--- src/rtl/mem_arb_pkg.sv ---
// Shared types and constants for the fetch/data memory port arbiter.
//   arb_state_t  : arbiter sequencing states
//   PORT_IF/D    : winner identifiers
//   starve_cnt_t : fetch starvation counter type (STARVE_W bits)
package mem_arb_pkg;

    typedef enum logic [1:0] {
        IDLE  = 2'd0,
        ISSUE = 2'd1,
        RESP  = 2'd2,
        DONE  = 2'd3
    } arb_state_t;

    localparam logic PORT_IF = 1'b0;
    localparam logic PORT_D  = 1'b1;

    localparam int unsigned STARVE_W = 4;
    typedef logic [STARVE_W-1:0] starve_cnt_t;

endpackage

--- src/rtl/mem_arb_select.sv ---
// Combinational winner selection between the fetch and data ports.
//   if_req, d_req : pending requests
//   starve_cnt    : consecutive contested fetch losses
//   grant_valid   : at least one requester present
//   grant_id      : PORT_IF or PORT_D (don't-care when grant_valid is low)
module mem_arb_select
    import mem_arb_pkg::*;
#(
    parameter int unsigned STARVE_MAX = 4
)
(
    input  logic        if_req,
    input  logic        d_req,
    input  starve_cnt_t starve_cnt,
    output logic        grant_valid,
    output logic        grant_id
);

    localparam starve_cnt_t STARVE_LIM = starve_cnt_t'(STARVE_MAX);

    always_comb begin
        grant_valid = if_req | d_req;
        grant_id    = PORT_D;
        // Data has priority under contention until fetch has lost STARVE_MAX times.
        if (if_req && (!d_req || (starve_cnt == STARVE_LIM))) begin
            grant_id = PORT_IF;
        end
    end

endmodule

--- src/rtl/mem_port_arbiter.sv ---
// Arbiter sharing a single-ported 64-bit memory between instruction fetch
// (read-only) and the load/store data port. Each access becomes one memory
// request (held while p_memWait is high); read data and a one-cycle done
// pulse are returned to the winner. All outputs are registered.
//   p_clk, p_reset_l                : clock, async active-low reset
//   p_ifReq/p_ifAddr                : fetch request and word address
//   p_ifData/p_ifDone               : fetch data and completion pulse
//   p_dReq/p_dWrite/p_dAddr/p_dWData: data request, store flag, address, store data
//   p_dRData/p_dDone                : load data and completion pulse
//   p_memReadRequest/p_memWriteRequest/p_memAddress/p_memInputData : to memory
//   p_memOutputData/p_memWait       : from memory
//   p_busy                          : arbiter not idle
module mem_port_arbiter
    import mem_arb_pkg::*;
#(
    parameter int unsigned STARVE_MAX = 4
)
(
    input  logic        p_clk,
    input  logic        p_reset_l,
    input  logic        p_ifReq,
    input  logic [63:0] p_ifAddr,
    output logic [63:0] p_ifData,
    output logic        p_ifDone,
    input  logic        p_dReq,
    input  logic        p_dWrite,
    input  logic [63:0] p_dAddr,
    input  logic [63:0] p_dWData,
    output logic [63:0] p_dRData,
    output logic        p_dDone,
    output logic        p_memReadRequest,
    output logic        p_memWriteRequest,
    output logic [63:0] p_memAddress,
    output logic [63:0] p_memInputData,
    input  logic [63:0] p_memOutputData,
    input  logic        p_memWait,
    output logic        p_busy
);

    localparam starve_cnt_t STARVE_LIM = starve_cnt_t'(STARVE_MAX);

    arb_state_t  state_q, state_d;
    starve_cnt_t starve_q, starve_d;
    logic        win_q, win_d;
    logic        write_q, write_d;
    logic [63:0] addr_q, addr_d;
    logic [63:0] wdata_q, wdata_d;
    logic [63:0] if_data_q, if_data_d;
    logic [63:0] d_rdata_q, d_rdata_d;
    logic        rd_req_q, rd_req_d;
    logic        wr_req_q, wr_req_d;
    logic        if_done_q, if_done_d;
    logic        d_done_q, d_done_d;
    logic        busy_q, busy_d;

    logic        grant_valid;
    logic        grant_id;

    mem_arb_select #(
        .STARVE_MAX (STARVE_MAX)
    ) u_select (
        .if_req      (p_ifReq),
        .d_req       (p_dReq),
        .starve_cnt  (starve_q),
        .grant_valid (grant_valid),
        .grant_id    (grant_id)
    );

    always_comb begin
        state_d   = state_q;
        starve_d  = starve_q;
        win_d     = win_q;
        write_d   = write_q;
        addr_d    = addr_q;
        wdata_d   = wdata_q;
        if_data_d = if_data_q;
        d_rdata_d = d_rdata_q;
        rd_req_d  = 1'b0;
        wr_req_d  = 1'b0;
        if_done_d = 1'b0;
        d_done_d  = 1'b0;

        case (state_q)
            IDLE: begin
                if (grant_valid) begin
                    win_d   = grant_id;
                    write_d = (grant_id == PORT_D) && p_dWrite;
                    addr_d  = (grant_id == PORT_D) ? p_dAddr : p_ifAddr;
                    wdata_d = (grant_id == PORT_D) ? p_dWData : '0;
                    // Request lines are registered, so they are raised here to be
                    // visible during the first ISSUE cycle.
                    rd_req_d = !write_d;
                    wr_req_d = write_d;
                    state_d  = ISSUE;
                    if (grant_id == PORT_IF) begin
                        starve_d = '0;
                    end else if (p_ifReq && (starve_q != STARVE_LIM)) begin
                        starve_d = starve_q + starve_cnt_t'(1);
                    end
                end
            end
            ISSUE: begin
                if (p_memWait) begin
                    rd_req_d = rd_req_q;
                    wr_req_d = wr_req_q;
                end else if (write_q) begin
                    state_d   = DONE;
                    if_done_d = (win_q == PORT_IF);
                    d_done_d  = (win_q == PORT_D);
                end else begin
                    state_d = RESP;
                end
            end
            RESP: begin
                if (win_q == PORT_IF) begin
                    if_data_d = p_memOutputData;
                    if_done_d = 1'b1;
                end else begin
                    d_rdata_d = p_memOutputData;
                    d_done_d  = 1'b1;
                end
                state_d = DONE;
            end
            DONE: begin
                state_d = IDLE;
            end
            default: begin
                state_d = IDLE;
            end
        endcase

        busy_d = (state_d != IDLE);
    end

    always_ff @(posedge p_clk or negedge p_reset_l) begin
        if (!p_reset_l) begin
            state_q   <= IDLE;
            starve_q  <= '0;
            win_q     <= PORT_IF;
            write_q   <= 1'b0;
            addr_q    <= '0;
            wdata_q   <= '0;
            if_data_q <= '0;
            d_rdata_q <= '0;
            rd_req_q  <= 1'b0;
            wr_req_q  <= 1'b0;
            if_done_q <= 1'b0;
            d_done_q  <= 1'b0;
            busy_q    <= 1'b0;
        end else begin
            state_q   <= state_d;
            starve_q  <= starve_d;
            win_q     <= win_d;
            write_q   <= write_d;
            addr_q    <= addr_d;
            wdata_q   <= wdata_d;
            if_data_q <= if_data_d;
            d_rdata_q <= d_rdata_d;
            rd_req_q  <= rd_req_d;
            wr_req_q  <= wr_req_d;
            if_done_q <= if_done_d;
            d_done_q  <= d_done_d;
            busy_q    <= busy_d;
        end
    end

    assign p_ifData          = if_data_q;
    assign p_ifDone          = if_done_q;
    assign p_dRData          = d_rdata_q;
    assign p_dDone           = d_done_q;
    assign p_memReadRequest  = rd_req_q;
    assign p_memWriteRequest = wr_req_q;
    assign p_memAddress      = addr_q;
    assign p_memInputData    = wdata_q;
    assign p_busy            = busy_q;

endmodule

--- config.mk ---
export PLATFORM = sky130hd
export DESIGN_NAME = mem_port_arbiter
export DESIGN_NICKNAME = d
export VERILOG_FILES = /design/src/rtl/mem_arb_pkg.sv /design/src/rtl/mem_arb_select.sv /design/src/rtl/mem_port_arbiter.sv
export SDC_FILE = /design/constraint.sdc
export NUM_CORES = 1
export LEC_CHECK = 0
export CORE_AREA = 2 2 206 208
export CTS_CLUSTER_DIAMETER = 100
export DETAILED_ROUTE_END_ITERATION = 6
export DIE_AREA = 0 0 208 210
export PLACE_DENSITY_LB_ADDON = 0.05
export SLEW_MARGIN = 15
export SYNTH_ARGS = -nofsm -noshare
export SYNTH_HDL_FRONTEND = slang
export SYNTH_SLANG_ARGS = --single-unit
--- constraint.sdc ---
create_clock -name p_clk -period 1.9 [get_ports p_clk]
set_input_delay 0.57 -clock p_clk [delete_from_list [all_inputs] [get_ports p_clk]]
set_output_delay 0.57 -clock p_clk [all_outputs]
set_load 0.01 [all_outputs]
==> impl_metrics.json, run 1 <==
{
  "place.gp.congestion": 0.7791,
  "synth_area_leader_cell": "dfrtp_1",
  "drc_errors": 0,
  "die_y_um": 210,
  "dr.pass1.iters": 4,
  "die_w_um": 208,
  "die_area_um2": 43680,
  "period_share": 0.9531,
  "tns_ns": 0,
  "r2r_end": "p_busy$_DFF_PN0_",
  "antenna_found_initial": 8,
  "synth_area_leaders": "dfrtp_1 59%, mux2_2 13%, nand2_1 8.8%",
  "nets": 1776,
  "hold-path-cell-count": 2,
  "status": "finished clean",
  "cp-start-kind": "flop",
  "min_path_type": "reg2reg",
  "grt_pass1_wl_um": 63850,
  "power_per_cell_area_nw_per_um2": 1587,
  "cts_setup_buffers": 0,
  "clock_latency_ns": 0.53,
  "vias": 9558,
  "placeableCoreArea_um2": 41480,
  "cts_sinks": 269,
  "path_cells": "dlygate4sd2_1",
  "postSynthNetCount": 1249,
  "worst-slew-pin-transition_ns": 0.3432,
  "cts.htree.levels": 2,
  "r2r_slack_ns": 0.21,
  "critPathTopFamily": "buffers and inverters",
  "routed_via_density": 4.606,
  "syn_area_per_cell_um2": 11.54,
  "hold_start": "p_memInputData[42]$_DFFE_PN0P_",
  "endpoint_kind": "output pin",
  "io_pins": 523,
  "drt-initial-drc-count": 450,
  "antenna_left": 0,
  "syn_inst": 982,
  "finalSetupViolations": 0,
  "synth.distinct_cells": 33,
  "regToRegStartpoint": "state_q[1]$_DFF_PN0_",
  "crit_required_ns": 1.33,
  "ir_drop_uv": 562.8,
  "gr-total-overflow": 0,
  "cap_violations": 0,
  "rsz0062_at_grt": "false",
  "cp_slowest_cell": "dlygate4sd2_1",
  "grt_start_max_net_pins": 55,
  "ctsRootBufferMaster": "clkbuf_16",
  "seq_area_frac_synth": 0.5939,
  "timing.fmax_mhz": 552.2,
  "synth.top_cell.area_share": 0.5939,
  "arrival_ns": 1.24,
  "tritoncts": "built",
  "rows": 75,
  "place_hpwl_um": 31060,
  "numCtsBuffers": 34,
  "slew_violations": 0,
  "grt_use_total": 0.1910,
  "portBuffers": 522,
  "fillers": 4134,
  "area_growth_pct": 61.21,
  "synth-seq-cells": 269,
  "p_leak_nw": 8.284,
  "hold_slack_ns": 0.4699,
  "clk_pin_slew_ns": 0.05,
  "fin_crit_ns": 1.811,
  "start_util": 0.2733,
  "reg2regPathDepth": 5,
  "syn_area_um2": 11330,
  "wl_per_cell_um": 20.46,
  "critical_path.max_fanout": 2,
  "cpPeakStageDelay_ns": 0.38,
  "clockBufferDepth": 3,
  "critPathBufInv": 1,
  "yosys_warnings": 0,
  "final.setup_skew_ns": 0.007499,
  "grt_pass1_vias": 10040,
  "slew_headroom": 0.7688,
  "drive_gt1_frac": 0.1835,
  "drt-total-wl_um": 42460,
  "hold_end": "p_memInputData[42]$_DFFE_PN0P_",
  "cp-startpoint": "p_memInputData[9]$_DFFE_PN0P_",
  "critPathKind": "reg2out",
  "finalHoldViolCount": 0
}
-- through the flow --
step,power (mW),util,std cells,setup WS [ns],instance area (µm²)
finish,29.00,0.4405,2075,0.08919,18270
floorplan,16.36,-,982,0.3073,11330
global placement,25.13,0.4230,2011,-0.1768,17550
global route,30.97,0.4405,2074,0.002912,18270
CTS,29.56,0.4402,2070,0.02700,18260
detailed placement,25.24,0.4230,2011,-0.2706,17550
-- worst register-to-register path, cell delays in order, from the launching register on --
cell,delay [ns]
dfrtp_1,0.38
inv_1,0.12
ha_2,0.31
buf_4,0.34
mux2i_1,0.26
o221ai_1,0.14
-- cell families after synthesis --
group,after synthesis,share of synthesized area
AND/OR/NAND/NOR,347,0.1324
adder cells (fa/ha/maj),5,0.005519
multiplexers,130,0.1290
flip-flops,269,0.5939
buffers and inverters,85,0.03599
AO/OA/AOI/OAI,146,0.1032
-- where the power goes --
part | total (mW) | switching (mW) | internal, mW
clock network | 6.07 | 2.49 | 3.58
registers | 9.70 | 1.24 | 8.46
logic | 13.2 | 6.96 | 6.28
-- how the worst max path moves through the flow --
stage	slack, ns	endpoint	cells past startpoint
finish	0.09	p_memInputData[9]	1
global route	0.003	p_memInputData[6]	1
CTS	0.03	p_memInputData[6]	1
detailed placement	-0.27	p_memAddress[23]$_DFFE_PN0P_	5
global placement	-0.18	p_memAddress[21]$_DFFE_PN0P_	5
floorplan	0.31	p_memAddress[0]$_DFFE_PN0P_	8
-- synthesized netlist by cell type, drive strengths merged --
cell    count
dfrtp     269
nand2     266
mux2      129
o21ai      70
nand4      65
o211ai     64
buf        46
clkbuf     31
inv         8
ha          5
a21oi       3
nand2b      3
nand3       3
nor2        3
and2        2
and3        2
o22ai       2
a21o        1
a31o        1
a31oi       1
a32o        1
and3b       1
mux2i       1
nand3b      1
nand4b      1
o21a        1
o221ai      1
o311ai      1
-- cell type report --
cell class / count / area [µm²] / share of cell area
Sequential cell: 269 / 6731 / 0.3684
Multi-Input combinational cell: 628 / 4223 / 0.2311
Timing Repair Buffer: 568 / 5572 / 0.3049
Tap cell: 539 / 674.4 / 0.03691
Clock inverter: 7 / 43.79 / 0.002397
Clock buffer: 51 / 985.9 / 0.05396
Antenna cell: 5 / 12.51 / 0.0006847
Inverter: 8 / 30.03 / 0.001643
-- sequential cells by signal, summed over array words and instances, names as in the netlist --
register           flops
p_dRData              64
p_ifData              64
p_memAddress          64
p_memInputData        64
starve_q               4
state_q                2
p_busy                 1
p_dDone                1
p_ifDone               1
p_memReadRequest       1
p_memWriteRequest      1
win_q                  1
write_q                1
-- cell usage in the layout (no fill, tap or decap), types with 2 or more instances in the layout --
cell type        synthesis  final
nand2_1                266    263
inv_1                    8      8
o21ai_0                 69     69
nand2b_1                 3      3
ha_1                     5      4
nand3_1                  3      3
nand4_1                 65     65
mux2_2                 129    129
clkdlybuf4s50_1          0    259
clkinvlp_4               0      2
a21oi_1                  3      3
dfrtp_1                269    269
clkbuf_16                0     35
nand2_2                  0      3
clkbuf_1                26     11
o211ai_1                14     14
diode_2                  0      5
o211ai_2                50     50
clkbuf_8                 0      5
buf_4                    0     19
dlygate4sd2_1            0    261
o22ai_1                  2      2
clkinv_2                 0      4
nor2_1                   3      3
and3_1                   2      2
buf_12                   0     26
-- repair_timing --
action,CTS,global route
endpoints found under the setup margin,261,0
hold endpoints to repair,29,0
gates resized for setup,261,0
hold buffers,1,0
-- per-layer routing --
metal | track usage | wire [µm]
met5 | 0 | 40
met4 | 0.07043 | 1421
met3 | 0.07077 | 3481
met2 | 0.3115 | 20150
met1 | 0.2311 | 17360
Note: power is estimated with default switching activity, not from simulation.
==> run 2, diff against run 1 <==
SLEW_MARGIN = default   (was 15)
==> results of run 2 <==
No change in the layout: final DEF, timing and power equal those of run 1.
==> run 3, diff against run 2 <==
CELL_PAD_IN_SITES_DETAIL_PLACEMENT = 1   (was default)
CELL_PAD_IN_SITES_GLOBAL_PLACEMENT = 1   (was default)
CORE_AREA = default   (was 2 2 206 208)
CORE_ASPECT_RATIO = 0.7   (was default)
CORE_UTILIZATION = 31   (was default)
DIE_AREA = default   (was 0 0 208 210)
SLEW_MARGIN = 10   (was default)
==> impl_metrics.json, run 3 (synthesis results as in run 1) <==
{
  "status": "finished clean",
  "fin_area_um2": 18230,
  "io_pins": 523,
  "drt-total-wl_um": 42950,
  "drive_gt1_frac": 0.1883,
  "clockBufferDepth": 3,
  "start_util": 0.3149,
  "portBuffers": 522,
  "nets": 1781,
  "final_common_cell": "dfrtp_1",
  "antenna_left": 0,
  "placeableCoreArea_um2": 35990,
  "routed_via_density": 4.826,
  "wl_per_cell_um": 21.29,
  "final_cell_mix": "269 x dfrtp_1, 263 x nand2_1, 259 x clkdlybuf4s50_1",
  "tns_ns": 0,
  "slew_headroom": 0.7342,
  "numCtsBuffers": 29,
  "place_hpwl_um": 31740,
  "critPathTopFamily": "flip-flops",
  "rsz0062_at_grt": "false",
  "min_path_type": "reg2reg",
  "cap_violations": 0,
  "grt_start_max_net_pins": 69,
  "cts_sinks": 269,
  "fillers": 3917,
  "grt_pass1_vias": 10390,
  "ir_drop_uv": 813.0,
  "dpl_cell_area_um2": 17590,
  "p_leak_nw": 8.299,
  "dp_cells": 1962,
  "cpPeakStageDelay_ns": 0.38,
  "place.gp.congestion": 0.8004,
  "critical_path.max_fanout": 2,
  "fin_cells": 2017,
  "antenna_found_initial": 5,
  "ctsRootBufferMaster": "clkbuf_16",
  "arrival_ns": 1.27,
  "tritoncts": "built",
  "gr-total-overflow": 0,
  "cp_slowest_cell": "dfrtp_1",
  "fin_crit_ns": 1.843,
  "rows": 58,
  "critPathKind": "reg2out",
  "vias": 9735,
  "finalHoldViolCount": 0,
  "die_area_um2": 37340,
  "worst-slew-pin-transition_ns": 0.3987,
  "drt-initial-drc-count": 485,
  "die_w_um": 230.5,
  "endpoint_kind": "output pin",
  "dr.pass1.iters": 4,
  "critPathBufInv": 1,
  "finalSetupViolations": 0,
  "power_per_cell_area_nw_per_um2": 1595,
  "final.setup_skew_ns": 0.01793,
  "clock_latency_ns": 0.56,
  "grt_use_total": 0.2280,
  "path_cells": "dlygate4sd2_1",
  "crit_required_ns": 1.33,
  "grt_pass1_wl_um": 65410,
  "drc_errors": 0,
  "cts_setup_buffers": 0,
  "cp-start-kind": "flop",
  "clk_pin_slew_ns": 0.07,
  "area_growth_pct": 60.82,
  "p_total_mw": 29.08,
  "period_share": 0.9699,
  "cts.htree.levels": 1,
  "die_y_um": 162.0,
  "timing.fmax_mhz": 542.6,
  "slew_violations": 0
}
-- run 3: power breakdown --
part	switching, mW	internal [mW]
sequential	1.30	8.45
clock	2.45	3.40
combinational	7.04	6.43
-- run 3: path summary, 6_finish.rpt --
kind | startpoint | end | slack, ns | depth (start not counted)
setup / recovery | p_memAddress[6]$_DFFE_PN0P_ | p_memAddress[6] | 0.06 | 1
hold / removal | p_memInputData[12]$_DFFE_PN0P_ | p_memInputData[12]$_DFFE_PN0P_ | 0.47 | 2
setup reg to reg | state_q[0]$_DFF_PN0_ | p_ifData[1]$_DFFE_PN0N_ | 0.17 | 5
hold reg to reg | p_memInputData[12]$_DFFE_PN0P_ | p_memInputData[12]$_DFFE_PN0P_ | 0.47 | 2
max in group asynchronous | p_reset_l | p_memInputData[11]$_DFFE_PN0P_ | 0.73 | 3
min in group asynchronous | p_reset_l | p_memInputData[25]$_DFFE_PN0P_ | 0.51 | 2
-- run 3: timing repair --
action                     CTS  global route
setup endpoints to repair  261             4
gates resized for setup    262             4
pin swaps                    0             0
hold buffers                 1             0
hold endpoints to repair    31             0
-- run 3: cell type report --
| type | instances | area [µm²] | area share |
|---|---|---|---|
| clock inverter | 14 | 185.2 | 0.01016 |
| inverter | 8 | 30.03 | 0.001647 |
| timing repair buffer | 578 | 5684 | 0.3118 |
| sequential | 269 | 6731 | 0.3693 |
| tap | 480 | 600.6 | 0.03295 |
| antenna | 2 | 5.005 | 0.0002746 |
| multi-input combinational | 628 | 4223 | 0.2317 |
| clock buffer | 38 | 769.5 | 0.04221 |
-- run 3: metrics by stage --
step / setup WS (ns) / utilization / hold slack [ns]
floorplan: 0.3073 / - / 0.2744
global placement: -0.1474 / 0.4886 / 0.4626
finish: 0.05712 / 0.5064 / 0.4709
global route: 0.0007732 / 0.5064 / 0.5010
CTS: 0.01450 / 0.5063 / 0.4791
detailed placement: -0.2375 / 0.4886 / 0.4696
-- run 3: metal layers --
layer | vias to the layer above | track usage | part of all wire
met5 | - | 0 | 0.00061
met4 | 4 | 0.04846 | 0.021
met3 | 58 | 0.07514 | 0.079
met2 | 297 | 0.3818 | 0.48
met1 | 4889 | 0.2866 | 0.42
li1 | 4487 | - | -
